### config.mk
export PLATFORM = sky130hd
export DESIGN_NAME = led_pattern_ctrl
export DESIGN_NICKNAME = d
export VERILOG_FILES = /design/src/rtl/led_pattern_ctrl.sv
export SDC_FILE = /design/constraint.sdc
export NUM_CORES = 1
export LEC_CHECK = 0
export ABC_AREA = 1
export CORE_MARGIN = 2
export CORE_UTILIZATION = 61
export CTS_CLUSTER_SIZE = 16
export DETAILED_ROUTE_END_ITERATION = 10
export PLACE_DENSITY = 0.89
export SLEW_MARGIN = 20
export SYNTH_ARGS = -nofsm -noshare
export SYNTH_HDL_FRONTEND = slang
export SYNTH_SLANG_ARGS = --single-unit
### constraint.sdc
create_clock -name clk -period 2.4 [get_ports clk]
set_clock_uncertainty 0.1 [all_clocks]
set_input_delay 0.48 -clock clk [delete_from_list [all_inputs] [get_ports clk]]
set_output_delay 0.48 -clock clk [all_outputs]
set_load 0.05 [all_outputs]
### src/rtl/led_pattern_ctrl.sv
// rtl/led_pattern_ctrl.sv - tick-driven LED pattern sequencer with mode/speed/pause buttons
module led_pattern_ctrl #(
    parameter int LED_W    = 4,
    parameter int BASE_DIV = 12_500_000,
    parameter int CNT_W    = $clog2(4*BASE_DIV)
) (
    input  logic             clk,
    input  logic             rst_n,
    input  logic             mode_btn,
    input  logic             speed_btn,
    input  logic             pause_btn,
    output logic [LED_W-1:0] led,
    output logic [2:0]       mode,
    output logic [1:0]       speed,
    output logic             paused,
    output logic             tick
);

    localparam logic [2:0] MODE_ROT_R  = 3'd0;
    localparam logic [2:0] MODE_ROT_L  = 3'd1;
    localparam logic [2:0] MODE_BOUNCE = 3'd2;
    localparam logic [2:0] MODE_BLINK  = 3'd3;
    localparam logic [2:0] MODE_FILL   = 3'd4;

    localparam logic [LED_W-1:0] LED_ONE  = LED_W'(1);
    localparam logic [LED_W-1:0] LED_ALL  = {LED_W{1'b1}};
    localparam logic [LED_W-1:0] LED_NONE = '0;

    typedef enum logic {DIR_LEFT, DIR_RIGHT} dir_e;

    logic [LED_W-1:0] led_q, led_d;
    logic [2:0]       mode_q, mode_d;
    logic [1:0]       speed_q, speed_d;
    logic             paused_q, paused_d;
    logic             tick_q, tick_d;
    logic [CNT_W-1:0] cnt_q, cnt_d;
    dir_e             dir_q, dir_d;

    logic [CNT_W-1:0] period_m1;
    logic [2:0]       mode_next;
    logic [LED_W-1:0] led_shl, led_shr;
    logic             run;

    function automatic logic [LED_W-1:0] init_pattern(input logic [2:0] m);
        case (m)
            MODE_BLINK: init_pattern = LED_ALL;
            MODE_FILL:  init_pattern = LED_NONE;
            default:    init_pattern = LED_ONE;
        endcase
    endfunction

    always_comb begin
        case (speed_q)
            2'd0: period_m1 = CNT_W'(BASE_DIV - 1);
            2'd1: period_m1 = CNT_W'(2*BASE_DIV - 1);
            2'd2: period_m1 = CNT_W'(3*BASE_DIV - 1);
            2'd3: period_m1 = CNT_W'(4*BASE_DIV - 1);
        endcase
    end

    assign mode_next = (mode_q >= MODE_FILL) ? MODE_ROT_R : mode_q + 3'd1;
    assign led_shl   = {led_q[LED_W-2:0], 1'b0};
    assign led_shr   = {1'b0, led_q[LED_W-1:1]};
    // Mode/speed presses reset the divider, so they preempt any tick that edge.
    assign run       = !paused_q && !mode_btn && !speed_btn;

    always_comb begin
        led_d    = led_q;
        mode_d   = mode_q;
        speed_d  = speed_q;
        paused_d = paused_q;
        cnt_d    = cnt_q;
        dir_d    = dir_q;
        tick_d   = 1'b0;

        if (run) begin
            if (cnt_q != period_m1) begin
                cnt_d = cnt_q + CNT_W'(1);
            end else if (!pause_btn) begin
                cnt_d  = '0;
                tick_d = 1'b1;
                case (mode_q)
                    MODE_ROT_R: led_d = {led_q[0], led_q[LED_W-1:1]};
                    MODE_ROT_L: led_d = {led_q[LED_W-2:0], led_q[LED_W-1]};
                    MODE_BOUNCE: begin
                        if (dir_q == DIR_LEFT) begin
                            led_d = led_shl;
                            if (led_shl[LED_W-1]) dir_d = DIR_RIGHT;
                        end else begin
                            led_d = led_shr;
                            if (led_shr[0]) dir_d = DIR_LEFT;
                        end
                    end
                    MODE_BLINK: led_d = ~led_q;
                    MODE_FILL:  led_d = (led_q == LED_ALL) ? LED_NONE
                                                           : {led_q[LED_W-2:0], 1'b1};
                    default: begin
                        mode_d = MODE_ROT_R;
                        led_d  = LED_ONE;
                        dir_d  = DIR_LEFT;
                    end
                endcase
            end
        end

        if (pause_btn) paused_d = !paused_q;
        if (mode_btn) begin
            mode_d = mode_next;
            led_d  = init_pattern(mode_next);
            dir_d  = DIR_LEFT;
            cnt_d  = '0;
        end
        if (speed_btn) begin
            speed_d = speed_q + 2'd1;
            cnt_d   = '0;
        end
    end

    always_ff @(posedge clk) begin
        if (!rst_n) begin
            led_q    <= LED_ONE;
            mode_q   <= MODE_ROT_R;
            speed_q  <= 2'd0;
            paused_q <= 1'b0;
            tick_q   <= 1'b0;
            cnt_q    <= '0;
            dir_q    <= DIR_LEFT;
        end else begin
            led_q    <= led_d;
            mode_q   <= mode_d;
            speed_q  <= speed_d;
            paused_q <= paused_d;
            tick_q   <= tick_d;
            cnt_q    <= cnt_d;
            dir_q    <= dir_d;
        end
    end

    assign led    = led_q;
    assign mode   = mode_q;
    assign speed  = speed_q;
    assign paused = paused_q;
    assign tick   = tick_q;

endmodule

---- Word-level counts from Yosys, hierarchy flattened ----
Cells that the tools add are included.
storage, ports and cells
  bits in registers ....................... 38
  bits of input ports ..................... 5
  output and inout port bits .............. 11
  word-level logic and storage cells ...... 71
cells by class
  add/subtract/negate cells ............... 3
  magnitude comparators ................... 1
  eq/ne operators ......................... 15
  multiplexer cells ....................... 22
  bitwise operators ....................... 6
  reductions and logical operators ........ 17
operator list
  kind                                                       number
  one-hot mux 26 bit (4 select lines)                        1
  2-to-1 mux 26 bit                                          2
  adder 26 x 1 -> 26 bit (second input constant)             1
  inequality test 26 bit                                     1
  2-to-1 mux 4 bit                                           6
  one-hot mux 4 bit (5 select lines)                         1
  2-to-1 mux 3 bit                                           6
  == test 3 x 2 -> 1 bit (second input constant)             3
  one-hot mux 4 bit (2 select lines)                         1
  AND reduction 4 bit                                        2
  == test 3 bit (second input constant)                      2
  OR reduction 3 bit                                         2
  inverter 1 bit                                             5
  OR reduction 5 bit                                         1
  == test 2 bit (second input constant)                      2
  == test 4 bit (second input constant)                      1
  2-to-1 mux 1 bit                                           4
  inequality test 2 x 1 -> 1 bit (second input constant)     2
  inequality test 2 bit (second input constant)              2
  inverter 4 bit                                             1
  OR reduction 4 bit                                         1
  adder 3 x 1 -> 3 bit (second input constant)               1
  == test 3 x 1 -> 1 bit (second input constant)             1
  greater-or-equal comparator 3 bit (second input constant)  1
  11 further kinds                                           14

---- Depth between registers and ports, before layout ----
Gate-level depths: netlist of run 1.
  word-level depth ........................ 7
  gate-level depth with buffers ........... 16

---- Worst setup path before layout of run 1 ----
OpenSTA, ideal clock, no wires.
  path kind ............................... register to register
  start point ............................. register speed_q[1] (netlist: speed[1])
  end point ............................... register cnt_q[10]
  arrival ................................. 2.275 ns
  data required time ...................... 2.168 ns
  path slack .............................. -0.107 ns
  stages on the path, launching flop included .. 16
  path buffers ............................ 2
  clock period less this slack ............ 2.507 ns
  path through ............................ dfxtp_1 > buf_6 > inv_2 > ha_1 > inv_2 > nand2_1 > nand2_1 > nor2_2 > nand3_1 > nor2_4 > nand2_4 > nand2_8 > nand2_4 > buf_6 > nand2_1 > a21oi_1
between the ends
  longest elaborated chain between the ends .. 5
RTL lines
  item                                      line  source
  start: declaration                        33    logic [1:0] speed_q, speed_d;
  start signal: assignment                  131   speed_q <= speed_d;
  == test 2 bit (tied with other cells)     53    case (speed_q)
  one-hot mux 26 bit (4 select lines) (*)   53
  inequality test 26 bit (*)                77    if (cnt_q != period_m1) begin
  inequality test 2 x 1 -> 1 bit (no line)  -
  AND reduction 2 bit (no line)             -
  end signal: assignment                    134   cnt_q <= cnt_d;
  end: declaration                          36    logic [CNT_W-1:0] cnt_q, cnt_d;
Mark *: on every way between the ends. The rest lies on a longest branch, timed or not. The select of a mux whose other input is x is not followed.
A chain may end at the register's enable or synchronous reset.

---- Worst setup path in the final report of run 1 ----
  start point ............................. register speed_q[1] (netlist: speed[1])
  end point ............................... register cnt_q[6]
The elaborated chain is that of the path after synthesis.

==> out/summary.txt, run 1 <==
Status: complete, no violations
Critical path's slowest cell: dfxtp_2
Gpl congestion: 0.965
Least-Margin Pin Slew: 0.508 ns
Req. time, crit path: 2.51 ns
LEAKAGE: 0.00129 uW
Worst r2r src: speed[1]$_SDFFE_PN0P_
Root buffer cell: clkbuf_8
Top cells by area, synth: dfxtp_1 (25%), nand2_1 (17%), nor2_1 (12%), nand3_1 (8.2%), a21oi_1 (6.1%)
Tot Pwr: 1400 uW
Final Setup Violations: 0
Vias in the first global route: 2689
Starting DRT DRC Count: 351
First-pass GRT wire length: 12.6 mm
Vias per std cell: 5.62
Clk slew on worst S/H paths: 0.07 ns
Rel. slew slack: 66.0%
Core area: 0.00475 mm2
# IOs: 16
Synth Cell Area: 0.00304 mm2
Area Overhead vs Synth: 11.9%
Endpoints failing hold: 0
Die width: 74.6 um
N_diodes: 0
Ys Warns: 0
Final Cell Area: 0.00340 mm2
Starting density of the core: 63.9%
Drt first pass iters: 5
Post-synth top flop: dfxtp_1
Final WL: 8.31 mm
Cell row count: 25
Commonest cells in the netlist: nand2_1 (141), nor2_1 (94), nand3_1 (50)
Total Routing Usage GR: 29.6%
HP Class: register to register
Max cap viols: 0
CP max stage delay: 0.32 ns
Highest clock rate: 441 MHz
CP Class: register to register
TritonCTS Sinks: 38
Post-synth ARST share: 0%
Input/output buffers: 15
Count of cell types in the netlist: 30
Post-CTS Hold Buffers: 0
Total nets after synthesis: 521
Setup TNS: 0 ns
CTS tree: built
Worst path most repeated cell: nand2_1
Dpl cell area: 0.00325 mm2
CTS Buffer Depth: 2
Fin crit share: 94.5%
Ratio of cells with drive above 1 in the final layout: 9.45%
Peak VDD IR: 0.408 mV
Seq/Total Area, Yosys: 25.0%
Worst path arrival time: 2.38 ns
RSZ-0062 raised after global routing: false
Synth area leader: dfxtp_1
#FFs+latches synth: 38
Clk Latency, worst-skew pair: 0.29 ns
Drt wl/cell: 13.9 um
CTS buffer count: 5
Power per cell area: 411 mW/mm2
Startpoint types: register
Slew Limit Fails: 0
Routed via count: 3350
Syn Inst Count: 506
H-tree depth: 2
Final #Nets: 544
Critical path cell sequence: buf_4 -> ha_1 -> inv_1 -> nand2_1 -> nand2_1 -> nand2_1 -> nor2_2 -> nand2_2 -> nor2_4 -> nand2_4 -> nand2_8 -> buf_4 -> nand3_1 -> a21oi_1
Die Footprint: 0.00557 mm2
Initial antenna violation count: 0
CP Capture Type: register
Largest fanout on the critical path: 11
Post-synth EDFFs: 0
Die Y: 74.6 um
Yosys top cell area share: 25.0%
Most frequent cell after synthesis: nand2_1
Largest net degree at the start of global routing: 27
Final ANT Viol Nets: 0
GRT overflow: 0
Crit. Startpoint: speed[1]$_SDFFE_PN0P_
Hold Crit Start: cnt_q[0]$_SDFFE_PP0P_
Remaining DRCs: 0
Post-DP HPWL: 6.15 mm
Period minus WS final: 2.27 ns
Syn Area/Cell: 6.01 um2
[flip-flops by register name, indices dropped and copies added (netlist names)]
signal  flops
cnt_q      26
led         4
dir_q       1
mode        3
paused      1
tick        1
speed       2
[final timing paths]
path | to | slack [ns] | cells past startpoint
max | cnt_q[6]$_SDFFE_PP0P_ | 0.13 | 14
min | cnt_q[0]$_SDFFE_PP0P_ | 0.43 | 1
max reg2reg | cnt_q[6]$_SDFFE_PP0P_ | 0.13 | 14
min reg2reg | cnt_q[0]$_SDFFE_PP0P_ | 0.43 | 1
[per-layer routing]
metal / wire [um] / global-route usage (%)
met5: 0 / 0
met4: 128 / 6.75
met3: 734 / 5.28
met2: 3900 / 48.6
met1: 3550 / 40.8
[cell usage in the layout, fill, tap and decap left out]
master           instances
clkbuf_8                 5
o22ai_1                  1
ha_4                     1
nand3b_1                 1
a31oi_1                  1
nor2_2                   5
buf_6                    1
o2111ai_1                1
nor3_4                   1
nor2_1                  94
clkinv_2                 2
inv_2                    4
a21oi_2                  1
or2_2                    2
nand2_2                  3
clkdlybuf4s50_1         15
nand2_4                  1
a22oi_1                  1
o21ai_0                 12
a21oi_1                 37
nor3_1                   5
dfxtp_2                  2
ha_1                     9
xor2_1                  20
nand2_1                140
nand4_1                  8
buf_4                   18
inv_1                   43
nand3_1                 50
nor2_4                   2
dfxtp_1                 36
nand2_8                  2
xnor2_1                  5
[logic make-up after synthesis]
kind of cell / count (synthesis) / synth area share, %
buffers and inverters: 65 / 9.88
AO/OA/AOI/OAI: 54 / 9.30
XOR/XNOR: 25 / 7.20
adder cells (fa/ha/maj): 10 / 4.12
AND/OR/NAND/NOR: 314 / 44.5
flip-flops: 38 / 25.0
[repair_timing]
item | CTS | global route
endpoints found under the setup margin | 0 | 28
buffers inserted | 0 | 6
gates resized for setup | 0 | 5
[power by group]
part	total, uW	switching, uW	internal, uW
Clock	412	217	195
Combinational	318	209	109
Sequential	667	22.1	645
[stage by stage]
stage / util [%] / worst slack [ns] / std cells / hold slack [ns]
global route: 71.6 / 0.00437 / 596 / 0.450
detailed placement: 68.4 / 0.109 / 583 / 0.405
CTS: 70.0 / 0.100 / 590 / 0.421
global placement: 68.4 / 0.136 / 583 / 0.380
floorplan: - / 0.0870 / 506 / 0.352
finish: 71.6 / 0.132 / 596 / 0.425
[final cells by class]
cell class	count	area, um2
Clock buffer	5	68.8
Clock inverter	2	10.0
Timing Repair Buffer	34	297
Tap cell	67	83.8
Fill cell	425	1350
Sequential cell	38	763
Inverter	47	176
Multi-Input combinational cell	403	2000
[critical path: cells and delay by family (launching register included)]
family                   cells  cell delay [ns]
AND/OR/NAND/NOR              9             0.99
buffers and inverters        3             0.39
flip-flops                   1             0.32
adder cells (fa/ha/maj)      1             0.24
AO/OA/AOI/OAI                1             0.16
(Power assumes the default switching activity.)
==> inputs of run 2 (changes only) <==
CORE_UTILIZATION = 64   (was 61)
DONT_BUFFER_PORTS = 1   (was not set)
PLACE_DENSITY = 0.88   (was 0.89)
==> run 2 against run 1 <==
  * Critical path depth is the same
  * Combinational power shrank 7.5%
  * Final cell count shrank 4.7%
  * Maximum frequency shrank 1.7%
  * Critical endpoint is now cnt_q[24]$_SDFFE_PP0P_
  * First-iteration DRC count shrank 18%
  * Worst setup slack lost 0.039 ns
  * Register-to-register slack lost 0.04 ns
  * Power grew 17%
  * Non-clock buffer count shrank 18
  * Global-route usage grew 3.3 points
  * Sequential share of layout area grew 0.76 points
  * Sequential power is essentially flat
==> out/summary.txt, run 2 (synthesized netlist as in run 1, its figures left out) <==
Reg area: 763 um2 (unchanged)
Drt first pass iters: 5 (unchanged)
# IOs: 16 (unchanged)
Startpoint types: register
Area of the multi-input gates: 0.00203 mm2 (+1.1%)
Area Overhead vs Synth: 8.23%
Cell Count, Final, Fillers Out: 568 (-4.7%)
Endpoints failing hold: 0 (unchanged)
Gpl congestion: 1.01 (+4.6%)
DP Cell Count: 558 (-4.3%)
Worst path most repeated cell: nand2_1
Post-DP HPWL: 6.19 mm (+0.73%)
Rel. slew slack: 59.0% (-7.0 points)
Slew Limit Fails: 0 (unchanged)
Vias in the first global route: 2985 (+11%)
Clk slew on worst S/H paths: 0.09 ns (+0.02 ns)
Req. time, crit path: 2.50 ns (about the same)
Final WL: 8.66 mm (+4.2%)
TritonCTS Sinks: 38 (unchanged)
Number of flip-flops under the largest register name: 26 (unchanged)
Final #Nets: 528 (-2.9%)
Post CTS Setup Buffer Count: 0 (unchanged)
Root buffer cell: clkbuf_8
Least-Margin Pin Slew: 0.614 ns (+0.106 ns)
Total Routing Usage GR: 32.9% (+3.3 points)
LEAKAGE: 0.00126 uW (-2.6%)
Post-CTS Hold Buffers: 0 (unchanged)
Starting DRT DRC Count: 289 (-18%)
CP Capture Type: register
CTS tree: built
Final core occ: 70.6% (-0.95 points)
Routed via count: 3373 (+0.69%)
Remaining DRCs: 0 (unchanged)
N_diodes: 0 (unchanged)
Die Y: 72.9 um (-2.2%)
Max cap viols: 0 (unchanged)
Die Footprint: 0.00532 mm2 (-4.4%)
Input/output buffers: 0 (-15)
Highest clock rate: 433 MHz (-1.7%)
Largest fanout on the critical path: 15 (+4)
CP max stage delay: 0.37 ns (+0.05 ns)
Status: complete, no violations
Power per cell area: 498 mW/mm2 (+21%)
Largest net degree at the start of global routing: 28 (+3.7%)
Post-CTS Resized: 0 (unchanged)
Final ANT Viol Nets: 0 (unchanged)
Critical path's slowest cell: dfxtp_2
CTS buffer count: 5 (unchanged)
CP Class: register to register
Starting density of the core: 65.2% (+1.3 points)
Clk Latency, worst-skew pair: 0.31 ns (+0.02 ns)
GRT overflow: 0 (unchanged)
CTS Buffer Depth: 2 (unchanged)
Fin crit share: 96.1% (+1.6 points)
# fillers: 398 (-6.4%)
Largest Register: cnt_q
Period minus WS final: 2.31 ns (+0.0390 ns)
First-pass GRT wire length: 13.6 mm (+7.9%)
Die width: 72.9 um (-2.2%)
Final Setup Violations: 0 (unchanged)
Commonest cells after routing, fill and taps aside: nand2_1 (140), nor2_1 (94), nand3_1 (50), inv_1 (43), a21oi_1 (37)
Vias per std cell: 5.94 (+5.6%)
Worst path arrival time: 2.41 ns (+0.03 ns)
Min Hold Slack: 0.157 ns (-0.268 ns)
HP Class: input port to register
Cell row count: 25 (unchanged)
Critical path cell sequence: inv_2 -> ha_1 -> inv_1 -> nand2_1 -> nand2_1 -> nand2_1 -> nor2_2 -> nand2_2 -> nor2_4 -> nand2_4 -> nand2_8 -> nand2_4 -> nand2_1 -> a21oi_1
H-tree depth: 2 (unchanged)
Drt wl/cell: 15.3 um (+9.3%)
Commonest non-fill, non-tap cell in the layout: nand2_1
Ratio of cells with drive above 1 in the final layout: 9.73% (+0.28 points)
Core area: 0.00466 mm2 (-2.0%)
Peak VDD IR: 0.336 mV (-18%)
Initial antenna violation count: 0 (unchanged)
==> run 2: changes by cell type in the layout (fill, tap and decap cells not counted) <==
cell / change
buf_4: -2
buf_6: -1
bufinv_16: +2
clkdlybuf4s50_1: -15
clkinv_2: -2
clkinv_4: +1
nand2_4: +2
==> run 2: final cells by class <==
cell class / count / area share (%)
timing repair buffer: 16 / 3.65
clock buffer: 5 / 2.09
inverter: 47 / 5.36
tap: 54 / 2.05
clock inverter: 3 / 2.09
multi-input combinational: 405 / 61.6
sequential: 38 / 23.2
==> run 2: power by group <==
group / internal [uW] / leakage (uW) / switching [uW]
sequential: 645 / 0.000309 / 19.6
clock: 417 / 0.0000683 / 265
combinational: 86.0 / 0.000882 / 208
==> run 2: path summary, 6_finish.rpt <==
path / start / to / slack (ns) / cells past startpoint
worst max-delay path: speed[1]$_SDFFE_PN0P_ / cnt_q[24]$_SDFFE_PP0P_ / 0.09 / 14
worst min-delay path: rst_n / led[0]$_SDFFE_PN1P_ / 0.16 / 1
worst max register to register: speed[1]$_SDFFE_PN0P_ / cnt_q[24]$_SDFFE_PP0P_ / 0.09 / 14
worst min register to register: cnt_q[0]$_SDFFE_PP0P_ / cnt_q[0]$_SDFFE_PP0P_ / 0.40 / 1
==> run 2: worst max-delay path, delay by kind of cell, from the launching register on <==
| family | cells | cell delay, ns |
|---|---|---|
| compound gates | 1 | 0.07 |
| fa+ha+maj | 1 | 0.24 |
| flops | 1 | 0.37 |
| buf+inv | 2 | 0.19 |
| simple gates | 10 | 1.20 |
==> run 2: metal layers <==
metal	track usage, %	share of wire, %
met3	5.94	9.1
met5	0	0
met1	41.0	40
met2	55.5	46
met4	14.6	4.7
==> run 2: metrics by stage <==
| stage | setup slack (ns) | TNS, ns | area (um2) | total power (uW) |
|---|---|---|---|---|
| floorplan | 0.0870 | 0 | 3040 | 903 |
| global placement | 0.151 | 0 | 3110 | 945 |
| CTS | 0.0708 | 0 | 3240 | 1620 |
| finish | 0.0931 | 0 | 3290 | 1640 |
| detailed placement | 0.0813 | 0 | 3110 | 951 |
| global route | -0.0189 | -0.0597 | 3290 | 1700 |
==> inputs of run 3 (changes only) <==
ABC_AREA = not set   (was 1)
CAP_MARGIN = 40   (was not set)
CORE_UTILIZATION = 63   (was 64)
PLACE_DENSITY = 0.87   (was 0.88)
==> run 3 against run 2 <==
  * Wire length shrank 37%
  * Power decreased by 19%
  * Design area decreased by 24%
  * Synthesized cell count down 48%
  * Count of clock-buffer cells in the layout rose by 2
  * Worst hold slack got worse by 0.017 ns
  * Area after synthesis decreased by 26%
  * Critical path depth is 6 lower
  * Register-to-register slack got worse by 0.04 ns
  * Critical endpoint is now cnt_q[20]$_SDFFE_PP0P_
  * Largest cell class unchanged
==> out/summary.txt, run 3 <==
Peak VDD IR: 0.368 mV (+9.6%)
Hold Crit Start: rst_n
Vias in the first global route: 2051 (-31%)
Complex-gate fraction of the synthesized area: 21.1% (+12 points)
Clock network power share: 26.3% (-15 points)
First-pass GRT wire length: 9.13 mm (-33%)
Period minus WS final: 2.35 ns (+0.0411 ns)
Post-synth ARST share: 0% (unchanged)
Final ANT Viol Nets: 0 (unchanged)
Switch share: 31.7% (+1.7 points)
Total Routing Usage GR: 28.2% (-4.7 points)
Fin crit share: 97.8% (+1.7 points)
Endpoints failing hold: 0 (unchanged)
Slew Limit Fails: 0 (unchanged)
Die Footprint: 0.00404 mm2 (-24%)
H-tree depth: 2 (unchanged)
Largest net degree at the start of global routing: 25 (-11%)
Highest clock rate: 426 MHz (-1.8%)
Min Hold Slack: 0.141 ns (-0.0165 ns)
Cell count of the worst reg-to-reg path: 8 (-6)
Die Y: 63.6 um (-13%)
Die width: 63.6 um (-13%)
Final Cell Area: 0.00251 mm2 (-24%)
DP Cell Count: 318 (-43%)
Startpoint types: register
Dpl cell area: 0.00241 mm2 (-22%)
Critical path cell sequence: inv_4 -> ha_2 -> or4_4 -> a211oi_4 -> and3_4 -> nand2b_1 -> buf_12 -> a21oi_1
Critical path's slowest cell: or4_4
Total nets after synthesis: 279 (-46%)
Top cells by area, synth: dfxtp_1 (34%), ha_1 (5.6%), a21oi_1 (4.0%), nor2_1 (4.0%), xnor2_1 (3.5%)
Status: complete, no violations
Combinational fraction of design power: 22.7% (+4.8 points)
Post-DP HPWL: 3.85 mm (-38%)
Clk Latency, worst-skew pair: 0.35 ns (+0.04 ns)
CTS buffer count: 5 (unchanged)
Gpl congestion: 0.898 (-11%)
Cell Count, Final, Fillers Out: 327 (-42%)
Ys Warns: 0 (unchanged)
LEAKAGE: 0.000840 uW (-33%)
Post-CTS Hold Buffers: 0 (unchanged)
Final core occ: 74.7% (+4.1 points)
Synth Cell Area: 0.00224 mm2 (-26%)
Final #Nets: 295 (-44%)
CTS Buffer Depth: 2 (unchanged)
Commonest cells in the netlist: dfxtp_1 (38), nor2_1 (24), a21oi_1 (18)
Worst path arrival time: 2.48 ns (+0.07 ns)
Seq/Total Area, Yosys: 34.0% (+9.0 points)
Ratio of cells with drive above 1 in the final layout: 17.4% (+7.7 points)
Post-synthesis mux area share: 0.448% (+0.45 points)
GRT overflow: 0 (unchanged)
Syn Inst Count: 264 (-48%)
Core area: 0.00336 mm2 (-28%)
CP Class: register to register
Most frequent cell after synthesis: dfxtp_1
Area share of xor/xnor cells in the synthesized design: 6.27% (-0.93 points)
Remaining DRCs: 0 (unchanged)
Least-Margin Pin Slew: 0.470 ns (-0.144 ns)
Rel. slew slack: 68.6% (+9.6 points)
Cell row count: 21 (-16%)
Commonest non-fill, non-tap cell in the layout: dfxtp_1
Final WL: 5.46 mm (-37%)
Max cap viols: 0 (unchanged)
Largest Register: cnt_q
Commonest cells after routing, fill and taps aside: dfxtp_1 (36), nor2_1 (24), buf_4 (19), a21oi_1 (18), nand2_1 (16)
Post-synth top flop: dfxtp_1
# IOs: 16 (unchanged)
N_diodes: 0 (unchanged)
Initial antenna violation count: 0 (unchanged)
Area Overhead vs Synth: 12.4%
CP Capture Type: register
Net Sw Power: 420 uW (-15%)
Count of cell types in the netlist: 56 (+87%)
Clk slew on worst S/H paths: 0.12 ns (+0.03 ns)
Number of cells on the worst hold path: 1 (unchanged)
Req. time, crit path: 2.53 ns (+0.03 ns)
Largest fanout on the critical path: 24 (+9)
#FFs+latches synth: 38 (unchanged)
Simple-gate portion of the synthesized area: 27.0% (-17 points)
Post-synth EDFFs: 0 (unchanged)
Routed via count: 2143 (-36%)
Drt wl/cell: 16.7 um (+9.4%)
Syn Area/Cell: 8.47 um2 (+41%)
Yosys top cell area share: 34.0% (+9.0 points)
Crit. Startpoint: speed[1]$_SDFFE_PN0P_
Internal reg-to-reg setup slack: 0.05 ns (-0.04 ns)
Starting DRT DRC Count: 263 (-9.0%)
Main combinational cell family by area after synthesis: simple AND/OR/NAND/NOR gates
Input/output buffers: 0 (unchanged)
Sequential share of power: 51.0% (+10 points)
Vias per std cell: 6.55 (+10%)
Adder-cell share of the synthesized area: 5.60% (+1.5 points)
Worst r2r src: speed[1]$_SDFFE_PN0P_
Worst hold path endpoint: led[2]$_SDFFE_PN0P_
Final Setup Violations: 0 (unchanged)
Power per cell area: 528 mW/mm2 (+6.0%)
TritonCTS Sinks: 38 (unchanged)
HP Class: input port to register
CTS tree: built
Internal: 907 uW (-21%)
RR Endpoint: cnt_q[20]$_SDFFE_PP0P_
Drt first pass iters: 5 (unchanged)
Root buffer cell: clkbuf_4
Number of flip-flops under the largest register name: 26 (unchanged)
Synth area leader: dfxtp_1
Starting density of the core: 66.5% (+1.2 points)
CP max stage delay: 0.50 ns (+0.13 ns)
## run 3: worst max-delay path by stage
stage,slack (ns),depth (start not counted),to
detailed placement,0.05,9,led[3]$_SDFFE_PN0P_
global placement,0.12,9,led[3]$_SDFFE_PN0P_
floorplan,0.03,9,mode[0]$_SDFFE_PN0P_
global route,-0.04,8,cnt_q[18]$_SDFFE_PP0P_
CTS,0.02,9,led[3]$_SDFFE_PN0P_
finish,0.05,8,cnt_q[20]$_SDFFE_PP0P_
## run 3: layout make-up
cell class,count,area (um2)
Clock buffer,7,55.1
Clock inverter,1,5.00
Fill cell,265,850
Inverter,14,57.6
Multi-Input combinational cell,200,1400
Sequential cell,38,768
Tap cell,46,57.6
Timing Repair Buffer,21,174
## run 3: worst max-delay path, delay by kind of cell (launching register included)
kind	cells	cell delay, ns
buf+inv	2	0.23
simple gates	3	0.92
compound gates	2	0.39
flops	1	0.41
fa+ha+maj	1	0.20
## run 3: stage by stage
stage / setup TNS, ns / power (uW) / setup slack [ns]
after global routing: -0.329 / 1390 / -0.0430
after detailed placement: 0 / 977 / 0.0537
after floorplan: 0 / 910 / 0.0321
after CTS: 0 / 1320 / 0.0219
final: 0 / 1330 / 0.0520
after global placement: 0 / 968 / 0.122
## run 3: cell families after synthesis
family                     after synthesis
AOI/OAI and AO/OA                       66
xor gates and xnor gates                16
adders and majority gates               10
buffers and inverters                   26
DFF                                     38
muxes                                    1
and+or+nand+nor                        107
## run 3: metal layers
| metal | up-vias | global-route usage [%] | wire length, um |
|---|---|---|---|
| li1 | 1016 | - | - |
| met1 | 1008 | 35.4 | 2360 |
| met2 | 103 | 46.4 | 2570 |
| met3 | 16 | 7.50 | 421 |
| met4 | 0 | 10.1 | 109 |
| met5 | - | 0 | 0 |
## run 3: timing repair
item | CTS | global route
setup buffers | 0 | 1
gates resized for setup | 0 | 6
endpoints found under the setup margin | 0 | 34
## run 3: power groups by stage
stage	clock (uW)	combinational (uW)	sequential, uW
floorplan	0	161	748
global placement	0	281	687
detailed placement	0	288	689
CTS	355	291	675
global route	383	325	678
finish	349	302	677
